===== src/rtl/ifid_bubble.sv =====
// IF/ID pipeline register with hazard-driven bubble injection and stall-limit monitoring.
// Latency: one cycle from Instr_in/PC_in to Instr_out/PC_out; every output is a flop or comes straight from one.
// Backpressure: no handshake. A NOP/PcStall request replaces the fetched word with NOP_INSTR and holds PC_out.
//
// Ports
//   clk        rising-edge clock for all state
//   rst_n      synchronous active-low reset; overrides every other input
//   Instr_in   instruction word from fetch
//   PC_in      incremented PC (PC+2) from fetch
//   NOP        hazard detector asks to block this cycle's fetched instruction
//   PcStall    hazard detector asks to hold the PC, so the same instruction is fetched again
//   Instr_out  instruction presented to decode
//   PC_out     PC presented to decode
//   valid_out  1 when Instr_out is a real fetched instruction
//   bubble     1 when Instr_out is the injected NOP_INSTR; always ~valid_out
//   stall_cnt  number of consecutive stall cycles; saturates at MAX_STALL
//   err        set when a stall is requested with stall_cnt already at MAX_STALL; cleared only by reset

module ifid_bubble #(
  parameter logic [15:0] NOP_INSTR = 16'h0800,
  parameter int          MAX_STALL = 7          // legal range 1..7
) (
  input  logic        clk,
  input  logic        rst_n,
  input  logic [15:0] Instr_in,
  input  logic [15:0] PC_in,
  input  logic        NOP,
  input  logic        PcStall,
  output logic [15:0] Instr_out,
  output logic [15:0] PC_out,
  output logic        valid_out,
  output logic        bubble,
  output logic [2:0]  stall_cnt,
  output logic        err
);

  localparam logic [2:0] MAX_CNT = 3'(MAX_STALL);

  typedef enum logic [1:0] {
    S_RUN   = 2'd0,
    S_STALL = 2'd1,
    S_FLUSH = 2'd2
  } state_t;

  state_t      state_q, state_d;

  logic [15:0] instr_q, instr_d;
  logic [15:0] pc_q,    pc_d;
  logic        valid_q, valid_d;
  logic [2:0]  cnt_q,   cnt_d;
  logic        err_q,   err_d;

  // PcStall on its own still has to block the fetched word: a refetch of the
  // same instruction is coming, so letting this copy through would execute it twice.
  logic kill;
  logic hold;

  assign kill = NOP | PcStall;
  assign hold = PcStall;

  // ------------------------------------------------------------------
  // State and output registers
  // ------------------------------------------------------------------
  always_ff @(posedge clk) begin
    if (!rst_n) begin
      state_q <= S_RUN;
      instr_q <= NOP_INSTR;
      pc_q    <= 16'h0000;
      valid_q <= 1'b0;
      cnt_q   <= 3'd0;
      err_q   <= 1'b0;
    end else begin
      state_q <= state_d;
      instr_q <= instr_d;
      pc_q    <= pc_d;
      valid_q <= valid_d;
      cnt_q   <= cnt_d;
      err_q   <= err_d;
    end
  end

  // ------------------------------------------------------------------
  // Next-state logic. The request alone decides where we go; the current
  // state only matters to the counter below.
  // ------------------------------------------------------------------
  always_comb begin
    state_d = S_RUN;
    if (kill) begin
      if (hold) begin
        state_d = S_STALL;
      end else begin
        state_d = S_FLUSH;
      end
    end
  end

  // ------------------------------------------------------------------
  // Next values for the registered outputs
  // ------------------------------------------------------------------
  always_comb begin
    instr_d = instr_q;
    pc_d    = pc_q;
    valid_d = valid_q;
    cnt_d   = cnt_q;
    err_d   = err_q;

    case (state_d)
      S_RUN: begin
        // Leaving STALL/FLUSH picks up the current fetch on the same edge,
        // so no extra bubble appears after a hazard clears.
        instr_d = Instr_in;
        pc_d    = PC_in;
        valid_d = 1'b1;
        cnt_d   = 3'd0;
      end

      S_STALL: begin
        instr_d = NOP_INSTR;
        valid_d = 1'b0;
        // The count is only nonzero while already in STALL. Coming from
        // RUN or FLUSH, the run starts over at 1.
        if (state_q == S_STALL) begin
          if (cnt_q != MAX_CNT) begin
            cnt_d = cnt_q + 3'd1;
          end
          if (cnt_q == MAX_CNT) begin
            err_d = 1'b1;
          end
        end else begin
          cnt_d = 3'd1;
        end
      end

      S_FLUSH: begin
        // Branch shadow. Any number of these in a row is legal and never
        // counts toward the stall limit.
        instr_d = NOP_INSTR;
        valid_d = 1'b0;
        cnt_d   = 3'd0;
      end

      default: begin
        instr_d = NOP_INSTR;
        valid_d = 1'b0;
        cnt_d   = 3'd0;
      end
    endcase
  end

  // ------------------------------------------------------------------
  // Outputs: driven only from flops. bubble is decoded from the valid
  // register, never from the NOP pin.
  // ------------------------------------------------------------------
  assign Instr_out = instr_q;
  assign PC_out    = pc_q;
  assign valid_out = valid_q;
  assign bubble    = ~valid_q;
  assign stall_cnt = cnt_q;
  assign err       = err_q;

endmodule


===== config.mk =====
export PLATFORM = sky130hd
export DESIGN_NAME = ifid_bubble
export DESIGN_NICKNAME = d
export VERILOG_FILES = /design/src/rtl/ifid_bubble.sv
export SDC_FILE = /design/constraint.sdc
export NUM_CORES = 1
export LEC_CHECK = 0
export BUFFER_PORTS_ARGS = -buffer_cell sky130_fd_sc_hd__buf_4
export CELL_PAD_IN_SITES_DETAIL_PLACEMENT = 0
export CELL_PAD_IN_SITES_GLOBAL_PLACEMENT = 1
export CORE_UTILIZATION = 31
export DETAILED_ROUTE_END_ITERATION = 8
export GPL_TIMING_DRIVEN = 0
export HOLD_SLACK_MARGIN = 0.12
export PLACE_DENSITY_LB_ADDON = 0.25
export REMOVE_ABC_BUFFERS = 1
export SYNTH_ARGS = -nofsm -noshare
export SYNTH_HDL_FRONTEND = slang
export SYNTH_SLANG_ARGS = --single-unit

===== constraint.sdc =====
create_clock -name clk -period 1.7 [get_ports clk]
set_input_delay 0.34 -clock clk [delete_from_list [all_inputs] [get_ports clk]]
set_output_delay 0.34 -clock clk [all_outputs]
set_load 0.05 [all_outputs]

* Word-level counts from Yosys, hierarchy flattened
Index checks and enable logic that the tools add are counted.
** Word-level totals
- Register bits :: 39
- Bits of input ports :: 36
- Output and inout bits :: 38
- Word-level logic and storage cells :: 25
** Cells by class
- Add/sub/neg operators :: 1
- Equal/unequal tests :: 5
- Multiplexer cells :: 5
- Bitwise operators :: 2
- Reductions and logical operators :: 5
** Operators with widths (number)
- AND reduction 3 bit :: 2
- == test 2 x 1 -> 1 bit, second input constant :: 2
- 2-to-1 mux 2 bit :: 2
- AND reduction 2 bit :: 2
- adder 3 x 1 -> 3 bit, second input constant :: 1
- == test 3 bit, second input constant :: 1
- 2-to-1 mux 1 bit :: 3
- inequality test 3 bit, second input constant :: 1
- logical NOT 2 bit :: 1
- inequality test 2 x 1 -> 1 bit, second input constant :: 1
- NOT 1 bit :: 1
- bitwise OR 1 bit :: 1

* Logic depth before layout (Yosys ltp)
- Depth in word-level cells :: 4
- Gate-level depth with buffers :: 4
- Depth with buffers taken out :: 4

* Least setup slack after synthesis
OpenSTA, ideal clock, no wires.
- Path type :: register -> register
- Start point :: reg cnt_q[0], in the netlist stall_cnt[0]
- End point :: reg cnt_q[0], in the netlist stall_cnt[0]
- Setup time :: 0.120 ns
- Arrival time :: 1.420 ns
- Required time :: 1.580 ns
- Path slack :: 0.161 ns
- Stages on the path, launching flop included :: 5
- Buffers on the path :: 0
- Period minus slack after synthesis :: 1.539 ns
- Cells stage by stage :: dfxtp_1 > ha_1 > ha_1 > xnor2_1 > o31a_1
** On the way
- Cells in the longest elaborated chain, start to end :: 3
- Elaborated cells on any way between the ends :: 5
- Those cells by class :: add/sub: 1; eq/ne: 2; mux: 2
** RTL lines
- start: declaration :: RTL line 50 : logic [2:0] cnt_q, cnt_d;
- start signal: assignment :: RTL line 77 : cnt_q <= cnt_d;
- adder 3 x 1 -> 3 bit :: RTL line 124 : cnt_d = cnt_q + 3'd1;
- 2-to-1 mux 1 bit :: RTL line 123 : if (cnt_q != MAX_CNT) begin
- 2-to-1 mux 1 bit :: RTL line 122 : if (state_q == S_STALL) begin
Several ways; a longest one is shown, not always the timed one. The select of a mux whose other input is x is not followed.
A chain may end at the register's enable or synchronous reset.

* Final worst setup path
Ends and elaborated chain as after synthesis.

==> results.cfg <==
[yosys]
yosysUniqueCellTypes = 21
syn-instance-count = 129
netlist.area_leader.share_pct = 57.0
synth_area_leaders = dfxtp_1, or3b_1, and2_1
ys_ff_latch = 39
synth_top_area_cell = dfxtp_1
ys_warn_count = 0
seq_area_frac_synth_pct = 57.0
synth_area_um2 = 1370
avgSynthCellArea_um2 = 10.6

[timing]
final.period_utilization_pct = 75.8
drv_slew = 0
slew_headroom_pct = 66.8
tightest_slew_ns = 0.495
hold_viol = 0
rsz0062_at_grt = false
fmax_ghz = 0.776
setup_tns_ns = 0
setup_violations = 0
finClkSkew_ns = 0.00138
min_period_ns = 1.29

[clocking]
clockRootBuffer = clkbuf_8
cts_buffer_depth = 2
postCtsResizedCells = 0
clk_pin_slew_ns = 0.07
cts-htree-levels = 2
cts_sinks = 39
cts_tree = yes
clk_latency_ns = 0.28
postCtsHoldBufs = 0
postCtsSetupBuffers = 0
cts_buffers = 5

[power_and_ir_drop]
leakage_nw = 0.917
vdd_drop_max_v = 0.000448
intPower_mw = 1.65
p_sw_share_pct = 22.8
clkPwrFrac_pct = 41.5
pwr-share-comb_pct = 13.7
power_density_nw_per_um2 = 1040
p_sw_mw = 0.488
seqPwrFrac_pct = 44.9

[setup_path]
crit_fanout = 4
cp-startpoint = stall_cnt[0]
end_kind = flip-flop
critPathTopFamily = adder cells
crit_path_end = stall_cnt[0]
r2r_setup_slack_ns = 0.41
cp.arrival_ns = 1.46
crit_slowest_cell = dfxtp_1
critPathRequiredTime_ns = 1.87
cp-start-kind = flip-flop
max_stage_delay_ns = 0.34
critical_path_class = flip-flop to flip-flop
rr_endpoint = stall_cnt[0]
crit_buf_inv = 0
reg2reg_from = stall_cnt[0]
path_common_cell = ha_1
cp.depth = 4
crit_chain = ha_1 > ha_1 > xnor2_1 > o31a_1
reg2reg_depth = 4

[route]
drt_iter0_drc = 38
wl_per_cell_um = 12.0
drc = 0
drt_wl_total_um = 3010
vias = 1163
antenna_left = 0
viasPerCell = 4.62
firstDrtPassIters = 4

[global_route]
grt_use_total_pct = 13.0
grt_max_degree = 38
overflow = 0
grtUsageMet1_pct = 14.2
globalRoute.busiestLayer = met2
grt_pass1_wl_um = 4400
gr-usage-met2_pct = 21.4
met3_usage_pct = 4.67
grt_pass1_vias = 978
antenna_found_initial = 0

[die]
die_w_um = 68.5
die_h_um = 68.5
coreArea_um2 = 4120
initial_core_util_pct = 33.3
die-area_um2 = 4690
pin_count = 74
row_count = 23

[placed_design]
port_buffers = 73
dp_hpwl_um = 2200
gp_congestion = 0.708

[run_status]
status = finished clean

[worst_hold_path]
min_path_type = input port to flip-flop
hold_path.startpoint = Instr_in[11]

[cells_and_area]
nNetsFinal = 239
drive_gt1_share_pct = 41.6
antennaDiodeCount = 0
syn_to_final_growth_pct = 50.7
final_common_cell = buf_4
postLayoutCoreUtil_pct = 50.2
final_cell_mix = buf_4, dfxtp_1, a21oi_1

[job]
maxCapViolations = 0
## state kept, by name, summed over array words and instances (netlist names)
| signal | flops |
|---|---|
| Instr_out | 16 |
| PC_out | 16 |
| stall_cnt | 3 |
| err | 1 |
| valid_out | 1 |
| state_q | 2 |
## cells in the mapped netlist
cell type  count
a21oi_1       17
and2_1        16
buf_2          1
buf_6          2
clkbuf_1       3
clkbuf_2       2
clkinv_1       1
dfxtp_1       39
ha_1           2
inv_1          3
mux2i_1        2
nand2b_1       1
nand4b_1       2
nor2_1         2
nor3b_1        1
nor3b_4        1
o21ai_0       16
o31a_1         1
or3b_1        13
or3b_2         3
xnor2_1        1
## cell type report
type,count,area (um^2)
fill,389,2050
sequential,39,781
timing repair buffer,73,548
multi-input combinational,78,526
clock buffer,6,72.6
tap,50,62.6
clock inverter,2,60.1
inverter,4,15.0
## cells by family after synthesis
logic type	after synthesis	share of synthesized area, %
adders and majority gates	2	1.83
AOI/OAI and AO/OA	34	12.7
DFF	39	57.0
muxes	2	1.46
xor gates and xnor gates	1	0.639
and+or+nand+nor	39	21.7
buffers and inverters	12	4.66
## worst min-delay path by stage
stage	to	slack [ns]	cells past startpoint
final	Instr_out[11]	0.24	2
after global routing	Instr_out[11]	0.23	2
after CTS	Instr_out[11]	0.23	2
after detailed placement	err	0.45	2
after global placement	err	0.44	2
after floorplan	state_q[1]	0.42	1
## power by group through the flow
stage	sequential (mW)	clock, mW	combinational [mW]
3_3_place_gp	0.979	0	0.289
3_5_place_dp	0.981	0	0.295
6_report	0.960	0.887	0.292
4_1_cts	0.960	0.914	0.295
5_1_grt	0.962	0.956	0.310
2_1_floorplan	1.08	0	0.0522
## per-stage QoR
stage,cell area (um^2),hold WS [ns],power [mW],instances,setup WS (ns)
after floorplan,1320,0.416,1.14,121,0.161
after global placement,1930,0.436,1.27,244,0.423
after detailed placement,1930,0.446,1.28,244,0.353
after CTS,2060,0.232,2.17,252,0.408
after global routing,2060,0.228,2.23,252,0.378
final,2060,0.241,2.14,252,0.412
## metal layers
metal | vias up | wire, um
met5 | - | 0
met4 | 0 | 57
met3 | 7 | 190
met2 | 33 | 1560
met1 | 537 | 1200
li1 | 586 | -
No activity file was read; power rests on OpenSTA's default activity.
